$ cat config.mk
export PLATFORM = sky130hd
export DESIGN_NAME = prog_loader_flat
export DESIGN_NICKNAME = d
export VERILOG_FILES = /design/src/rtl/prog_loader_pkg.sv /design/src/rtl/prog_loader_if.sv /design/src/rtl/prog_loader_word_assembler.sv /design/src/rtl/prog_loader.sv /design/src/flat_wrapper.sv
export SDC_FILE = /design/constraint.sdc
export NUM_CORES = 1
export LEC_CHECK = 0
export ABC_AREA = 1
export BUFFER_PORTS_ARGS = -buffer_cell sky130_fd_sc_hd__buf_2
export CORE_ASPECT_RATIO = 0.6
export CORE_UTILIZATION = 54
export CTS_BUF_LIST = sky130_fd_sc_hd__clkbuf_8
export CTS_CLUSTER_SIZE = 16
export DETAILED_ROUTE_END_ITERATION = 16
export HOLD_SLACK_MARGIN = 0.1
export PLACE_DENSITY = 0.79
export SYNTH_ARGS = -nofsm -noshare
export SYNTH_HDL_FRONTEND = slang
export SYNTH_HIERARCHICAL = 1
export SYNTH_SLANG_ARGS = --single-unit
$ cat constraint.sdc
create_clock -name clk -period 2.3 [get_ports clk]
set_input_delay 0.23 -clock clk [delete_from_list [all_inputs] [get_ports clk]]
set_output_delay 0.23 -clock clk [all_outputs]
set_load 0.02 [all_outputs]
$ cat src/rtl/prog_loader_pkg.sv
// Shared constants, FSM state type and checksum helper for the program loader.
// The CHK state exists only when PROG_LOADER_CHECKSUM_EN is defined.
package prog_loader_pkg;

  localparam int DW = 32;

  localparam logic [7:0] CMD_LOAD_IMEM = 8'h01;
  localparam logic [7:0] CMD_LOAD_RF   = 8'h02;
  localparam logic [7:0] CMD_RUN       = 8'h03;

  typedef enum logic [2:0] {
    ST_IDLE    = 3'd0,
    ST_ADDR    = 3'd1,
    ST_COUNT   = 3'd2,
    ST_DATA    = 3'd3,
    ST_DISCARD = 3'd4
`ifdef PROG_LOADER_CHECKSUM_EN
    , ST_CHK   = 3'd5
`endif
  } state_t;

  // Running frame checksum is a plain byte-wise XOR.
  function automatic logic [7:0] chk_fold(input logic [7:0] acc, input logic [7:0] data);
    return acc ^ data;
  endfunction

endpackage

$ cat src/rtl/prog_loader_if.sv
// Byte-stream input plus instruction-memory / register-file write ports and core control.
interface prog_loader_if
  import prog_loader_pkg::*;
#(
  parameter int IMEM_AW = 8,
  parameter int RF_AW   = 5
);
  logic               in_valid;
  logic [7:0]         in_data;
  logic               in_ready;
  logic               imem_we;
  logic [IMEM_AW-1:0] imem_addr;
  logic [DW-1:0]      imem_wdata;
  logic               rf_we;
  logic [RF_AW-1:0]   rf_addr;
  logic [DW-1:0]      rf_wdata;
  logic               core_reset;
  logic               busy;
  logic               error;

  modport slave (
    input  in_valid, in_data,
    output in_ready, imem_we, imem_addr, imem_wdata,
           rf_we, rf_addr, rf_wdata, core_reset, busy, error
  );

  modport master (
    output in_valid, in_data,
    input  in_ready, imem_we, imem_addr, imem_wdata,
           rf_we, rf_addr, rf_wdata, core_reset, busy, error
  );
endinterface

$ cat src/rtl/prog_loader_word_assembler.sv
// Collects four bytes (MSB first) into a word; word_valid pulses combinationally with the 4th byte.
module word_assembler
  import prog_loader_pkg::*;
(
  input  logic          clk,
  input  logic          reset,
  input  logic          clear,
  input  logic          byte_valid,
  input  logic [7:0]    byte_data,
  output logic          word_valid,
  output logic [DW-1:0] word
);
  logic [23:0] shift_r;
  logic [1:0]  idx_r;

  // Byte shift register and position counter.
  always_ff @(posedge clk) begin
    if (reset || clear) begin
      shift_r <= 24'd0;
      idx_r   <= 2'd0;
    end else if (byte_valid) begin
      shift_r <= {shift_r[15:0], byte_data};
      idx_r   <= idx_r + 2'd1;
    end else begin
      shift_r <= shift_r;
      idx_r   <= idx_r;
    end
  end

  assign word_valid = byte_valid & (idx_r == 2'd3);
  assign word       = {shift_r, byte_data};

endmodule

$ cat src/rtl/prog_loader.sv
// Host byte-stream loader for instruction memory and register file; holds core in reset until RUN.
// Optional trailing XOR checksum byte per load frame: define PROG_LOADER_CHECKSUM_EN.
module prog_loader
  import prog_loader_pkg::*;
#(
  parameter int IMEM_AW = 8,
  parameter int RF_AW   = 5
)(
  input logic         clk,
  input logic         reset,
  prog_loader_if.slave bus
);

`ifdef PROG_LOADER_CHECKSUM_EN
  localparam state_t ST_END = ST_CHK;
`else
  localparam state_t ST_END = ST_IDLE;
`endif

  state_t             state_r;
  logic               in_ready_r;
  logic               imem_we_r;
  logic [IMEM_AW-1:0] imem_addr_r;
  logic [DW-1:0]      imem_wdata_r;
  logic               rf_we_r;
  logic [RF_AW-1:0]   rf_addr_r;
  logic [DW-1:0]      rf_wdata_r;
  logic               core_reset_r;
  logic               busy_r;
  logic               error_r;
  logic [7:0]         cmd_r;
  logic               bad_r;
  logic [IMEM_AW-1:0] imem_ptr_r;
  logic [RF_AW-1:0]   rf_ptr_r;
  logic [7:0]         cnt_r;
  logic [9:0]         disc_r;
`ifdef PROG_LOADER_CHECKSUM_EN
  logic [7:0]         chk_r;
`endif

  logic          acc_s;
  logic          word_valid_s;
  logic [DW-1:0] word_s;
  logic          rf_addr_bad_s;

  assign acc_s         = bus.in_valid & in_ready_r;
  assign rf_addr_bad_s = ({24'd0, bus.in_data} >= (32'd1 << RF_AW));

  word_assembler u_asm (
    .clk        (clk),
    .reset      (reset),
    .clear      (state_r != ST_DATA),
    .byte_valid (acc_s && (state_r == ST_DATA)),
    .byte_data  (bus.in_data),
    .word_valid (word_valid_s),
    .word       (word_s)
  );

  // Frame FSM with address/count tracking and registered write strobes.
  always_ff @(posedge clk) begin
    if (reset) begin
      state_r      <= ST_IDLE;
      in_ready_r   <= 1'b0;
      imem_we_r    <= 1'b0;
      imem_addr_r  <= '0;
      imem_wdata_r <= 32'd0;
      rf_we_r      <= 1'b0;
      rf_addr_r    <= '0;
      rf_wdata_r   <= 32'd0;
      core_reset_r <= 1'b1;
      busy_r       <= 1'b0;
      error_r      <= 1'b0;
      cmd_r        <= 8'd0;
      bad_r        <= 1'b0;
      imem_ptr_r   <= '0;
      rf_ptr_r     <= '0;
      cnt_r        <= 8'd0;
      disc_r       <= 10'd0;
`ifdef PROG_LOADER_CHECKSUM_EN
      chk_r        <= 8'd0;
`endif
    end else begin
      in_ready_r <= 1'b1;
      imem_we_r  <= 1'b0;
      rf_we_r    <= 1'b0;
      if (acc_s) begin
`ifdef PROG_LOADER_CHECKSUM_EN
        chk_r <= chk_fold(chk_r, bus.in_data);
`endif
        case (state_r)
          ST_IDLE: begin
            if ((bus.in_data == CMD_LOAD_IMEM) || (bus.in_data == CMD_LOAD_RF)) begin
              cmd_r        <= bus.in_data;
              core_reset_r <= 1'b1;
              state_r      <= ST_ADDR;
              busy_r       <= 1'b1;
`ifdef PROG_LOADER_CHECKSUM_EN
              chk_r        <= bus.in_data;
`endif
            end else if (bus.in_data == CMD_RUN) begin
              core_reset_r <= 1'b0;
            end else begin
              error_r <= 1'b1;
            end
          end
          ST_ADDR: begin
            imem_ptr_r <= IMEM_AW'(bus.in_data);
            rf_ptr_r   <= RF_AW'(bus.in_data);
            bad_r      <= (cmd_r == CMD_LOAD_RF) && rf_addr_bad_s;
            if ((cmd_r == CMD_LOAD_RF) && rf_addr_bad_s) begin
              error_r <= 1'b1;
            end
            state_r <= ST_COUNT;
          end
          ST_COUNT: begin
            cnt_r <= bus.in_data;
            if (bus.in_data == 8'd0) begin
              state_r <= ST_END;
              busy_r  <= (ST_END != ST_IDLE);
            end else if (bad_r) begin
              disc_r  <= {bus.in_data, 2'b00};
              state_r <= ST_DISCARD;
            end else begin
              state_r <= ST_DATA;
            end
          end
          ST_DATA: begin
            if (word_valid_s) begin
              if (cmd_r == CMD_LOAD_IMEM) begin
                imem_we_r    <= 1'b1;
                imem_addr_r  <= imem_ptr_r;
                imem_wdata_r <= word_s;
                imem_ptr_r   <= imem_ptr_r + IMEM_AW'(1);
              end else begin
                rf_we_r    <= 1'b1;
                rf_addr_r  <= rf_ptr_r;
                rf_wdata_r <= word_s;
                rf_ptr_r   <= rf_ptr_r + RF_AW'(1);
              end
              cnt_r <= cnt_r - 8'd1;
              if (cnt_r == 8'd1) begin
                state_r <= ST_END;
                busy_r  <= (ST_END != ST_IDLE);
              end
            end
          end
          ST_DISCARD: begin
            disc_r <= disc_r - 10'd1;
            if (disc_r == 10'd1) begin
              state_r <= ST_END;
              busy_r  <= (ST_END != ST_IDLE);
            end
          end
`ifdef PROG_LOADER_CHECKSUM_EN
          ST_CHK: begin
            if (bus.in_data != chk_r) begin
              error_r <= 1'b1;
            end
            state_r <= ST_IDLE;
            busy_r  <= 1'b0;
          end
`endif
          default: begin
            state_r <= ST_IDLE;
            busy_r  <= 1'b0;
          end
        endcase
      end
    end
  end

  assign bus.in_ready   = in_ready_r;
  assign bus.imem_we    = imem_we_r;
  assign bus.imem_addr  = imem_addr_r;
  assign bus.imem_wdata = imem_wdata_r;
  assign bus.rf_we      = rf_we_r;
  assign bus.rf_addr    = rf_addr_r;
  assign bus.rf_wdata   = rf_wdata_r;
  assign bus.core_reset = core_reset_r;
  assign bus.busy       = busy_r;
  assign bus.error      = error_r;

endmodule
$ cat src/flat_wrapper.sv
// flat-port wrapper written by rule: the top's interface ports become plain ports
module prog_loader_flat import prog_loader_pkg::*;
#(
  parameter int IMEM_AW = 8,
  parameter int RF_AW   = 5
)
  (clk, reset, bus_in_valid, bus_in_data, bus_in_ready, bus_imem_we, bus_imem_addr, bus_imem_wdata, bus_rf_we, bus_rf_addr, bus_rf_wdata, bus_core_reset, bus_busy, bus_error);
  prog_loader_if #(.IMEM_AW(IMEM_AW), .RF_AW(RF_AW)) bus_i ();
  input logic clk;
  input logic reset;
  input wire logic [$bits(bus_i.in_valid)-1:0] bus_in_valid;
  input wire logic [$bits(bus_i.in_data)-1:0] bus_in_data;
  output wire logic [$bits(bus_i.in_ready)-1:0] bus_in_ready;
  output wire logic [$bits(bus_i.imem_we)-1:0] bus_imem_we;
  output wire logic [$bits(bus_i.imem_addr)-1:0] bus_imem_addr;
  output wire logic [$bits(bus_i.imem_wdata)-1:0] bus_imem_wdata;
  output wire logic [$bits(bus_i.rf_we)-1:0] bus_rf_we;
  output wire logic [$bits(bus_i.rf_addr)-1:0] bus_rf_addr;
  output wire logic [$bits(bus_i.rf_wdata)-1:0] bus_rf_wdata;
  output wire logic [$bits(bus_i.core_reset)-1:0] bus_core_reset;
  output wire logic [$bits(bus_i.busy)-1:0] bus_busy;
  output wire logic [$bits(bus_i.error)-1:0] bus_error;
  assign bus_i.in_valid = bus_in_valid;
  assign bus_i.in_data = bus_in_data;
  assign bus_in_ready = bus_i.in_ready;
  assign bus_imem_we = bus_i.imem_we;
  assign bus_imem_addr = bus_i.imem_addr;
  assign bus_imem_wdata = bus_i.imem_wdata;
  assign bus_rf_we = bus_i.rf_we;
  assign bus_rf_addr = bus_i.rf_addr;
  assign bus_rf_wdata = bus_i.rf_wdata;
  assign bus_core_reset = bus_i.core_reset;
  assign bus_busy = bus_i.busy;
  assign bus_error = bus_i.error;
  prog_loader #(.IMEM_AW(IMEM_AW), .RF_AW(RF_AW)) u_core (.clk(clk), .reset(reset), .bus(bus_i));
endmodule
==> run summary <==
Class of the tightest hold or removal check: in2reg. The standard-cell row count was 31. The number of gates resized after CTS was 0.

The total number of H-tree levels is 4, and the final antenna diode count is 0. The hold violation count in the final report is 0, and the share of post-route cells with drive strength above 1 is 0.145. The average size of a mapped cell is 7.00 sq um. The worst setup path is of the reg2reg kind. Starting DRC count in detailed routing: 594. By area the synthesized netlist is led by sky130_fd_sc_hd__dfxtp_1 (45%), sky130_fd_sc_hd__nand2_1 (11%), sky130_fd_sc_hd__a21oi_1 (7.7%). Power spread over the standard cell area amounts to 634 mW/mm^2. sky130_fd_sc_hd__dfxtp_1 takes more of the synthesized area than any other cell.

The tools report the effective utilization at floorplan as 0.556. I/O pin count: 94. Once detail routing completed, the nets flagged for antenna violations numbered 0. The number of antenna violations at the first check in global routing came out at 0. The tools report the start point of the worst hold path as bus_in_data[5]. The layout has 1119 filler cells. The global-route total usage across every layer is 0.268, and the core area is 0.0121 sq mm. Clock latency on the worst-skew pair, taken at its later pin, is 440 ps.

The number of buffer cells added on primary ports is 93. Required time of the critical path: 2660 ps. The die covers 0.0129 sq mm. The count of maximum capacitance violations was 0; the placer's final routability congestion estimate was 0.927. The cell at the root of the clock tree is sky130_fd_sc_hd__clkbuf_8. The setup-violating endpoint count in the final report was 0; the number of sinks driven by the clock tree was 152. The wire length reported by the detailed router was 16.8 mm; the post-synthesis instance area was 0.00673 sq mm. The number of different library cells used by synthesis comes to 33. After clock tree synthesis, the clock-pin slew on the worst setup and hold paths is 80 ps. Launching point of the worst reg2reg path: u_core/state_r[1].

The tools report the nature of the critical path endpoint as a register. The tools report the startpoint of the most critical setup path as u_core/state_r[1]. From bottom edge to top edge, the die measures 88.4 um. The number of placed instances, taps included, is 1178. Setup repair after global routing left no endpoint under its margin.

The warning count from the yosys run came out at 6. The x dimension of the die is 146 um, and the overall overflow remaining after global route is 0. The run finished with clean final reports.

IR analysis of the VDD net gives a maximum drop of 361 uV. Post-CTS timing repair inserted 0 buffers for setup. STA classifies the critical path startpoint as a register.

Synthesis inferred 152 register bits. The first-pass GRT wire length is 27.1 mm, and the number of global-route vias before repair is 5318. Relative area change from synthesis to final layout: 12.6%. For this run, the post-layout net count is 1050. The final clock skew is 13.1 ps, and the number of buffers added by the clock tree synthesis step is 17.

Share of the cycle needed by the critical path after routing: 0.917. TritonCTS built the clock tree. Detailed routing inserted a total of 6259 vias. The worst slew slack as a fraction of its limit is 0.589, and the portion of synthesized cell area occupied by the leading cell type is 0.452. For this run, the top clock speed supported by timing is 0.474 GHz. STA puts the critical path data arrival time at 2470 ps. The analysis attributes to cell leakage a power of 3.13 nW.

In this run the deepest clock path goes through 2 buffers. Counting I/O delays and the setup requirement, the final critical path takes 2110 ps. Entering global routing, the biggest net connects 54 pins. For the post-layout utilization of the core, the log shows 0.626. In the final routed layout, each cell accounts on average for 13.9 um.

Along the worst path, the maximum fanout reaches 37. Synthesis produced a netlist with a net count of 979. For the pin with the worst max-slew slack, the measured transition is 612 ps. After legalization and detailed placement, the total HPWL measured 11.4 mm. The top cell types in the final layout, fill and taps aside, are sky130_fd_sc_hd__nand2_1 (199), sky130_fd_sc_hd__dfxtp_1 (152), sky130_fd_sc_hd__inv_1 (124).

The sequential element share of the synthesized area is 0.452, and the remaining routing DRC violations is 0. Dividing the detail-routed via count by the number of cells gives 5.18. Leaving out fill and tap cells, the most frequent cell in the layout is sky130_fd_sc_hd__nand2_1.

The first detailed-routing pass ran for 6 iterations. The synthesized netlist cell count is 961, and the hold buffer count at cts is 0. The final max-slew violation count came out at 0. The finished layout holds 1208 standard cells, fillers aside.
## critical path: stages, from the launching register on
cell and delay (ps):
sky130_fd_sc_hd__dfxtp_1 400, sky130_fd_sc_hd__nand2_1 90, sky130_fd_sc_hd__nor2_2 150, sky130_fd_sc_hd__inv_4 130, sky130_fd_sc_hd__nor2_4 110, sky130_fd_sc_hd__nand2_1 60
sky130_fd_sc_hd__inv_1 60, sky130_fd_sc_hd__nand3_1 130, sky130_fd_sc_hd__inv_1 140, sky130_fd_sc_hd__buf_4 410, sky130_fd_sc_hd__nand3_1 150, sky130_fd_sc_hd__a21oi_1 200
## through the flow
stage	total power, mW	instance area (sq um)	hold slack [ps]	setup TNS [ps]	worst slack [ps]
5_1_grt	4.96	7570	119	0	0.959
3_3_place_gp	2.84	7180	431	0	321
2_1_floorplan	2.80	6740	393	-845	-29.6
3_5_place_dp	2.84	7180	433	0	227
6_report	4.80	7570	145	0	191
4_1_cts	4.83	7560	121	0	209
## layer usage
metal | vias up | global-route usage | part of all wire
li1 | 3185 | - | -
met1 | 2795 | 0.417 | 0.52
met2 | 265 | 0.363 | 0.38
met3 | 14 | 0.0613 | 0.097
met4 | 0 | 0.0710 | 0.0074
met5 | - | 0 | 0
## worst paths after layout
kind | to | slack [ps] | cells after the start
hold / removal | u_core/bus.rf_wdata[5] | 140 | 3
hold reg to reg | u_core/bus.imem_wdata[6] | 440 | 2
setup / recovery | u_core/bus.rf_wdata[1] | 190 | 11
setup reg to reg | u_core/bus.rf_wdata[1] | 190 | 11
## registers in the layout, summed over array words and instances, names as in the netlist, 2 cells and up
signal	flops
u_core/cmd_r	8
u_core/imem_ptr_r	8
u_core/disc_r	10
u_core/rf_ptr_r	5
u_core/bus.imem_wdata	32
u_core/cnt_r	8
u_core/u_asm/shift_r	24
u_core/bus.rf_addr	5
u_core/u_asm/idx_r	2
u_core/bus.imem_addr	8
u_core/bus.rf_wdata	32
u_core/state_r	3
## layout make-up
class | count | area, sq um | share of cell area
sequential | 152 | 3040 | 0.402
multi-input combinational | 628 | 2890 | 0.381
timing repair buffer | 107 | 578 | 0.0763
inverter | 126 | 475 | 0.0628
clock buffer | 19 | 262 | 0.0345
tap | 165 | 206 | 0.0273
clock inverter | 11 | 123 | 0.0162
## cell families (layout without fill, tap and decap cells)
kind of cell,Yosys count,count (layout),synth area share
XOR/XNOR,6,6,0.00781
flip-flops,152,152,0.452
AND/OR/NAND/NOR,415,415,0.254
adder cells (fa/ha/maj),7,7,0.0130
AO/OA/AOI/OAI,200,200,0.153
buffers and inverters,181,263,0.120
## report_power, final
group          switching, mW  internal [mW]
registers            0.00229           2.63
clock network           1.00           1.01
logic                  0.112         0.0386
## cells in the mapped netlist, drive strengths merged
cell type / number
buf: 28
a31oi: 7
ha: 7
inv: 125
nand4: 5
xor2: 4
clkbuf: 27
nand2: 201
nor3: 6
o21ai: 85
xnor2: 2
nand3b: 1
dfxtp: 152
a21oi: 104
o21bai: 1
clkinv: 1
nor2: 128
a21boi: 1
a211oi: 1
nand3: 73
a21o: 1
or2: 1
Note: power is estimated with default switching activity, not from simulation.
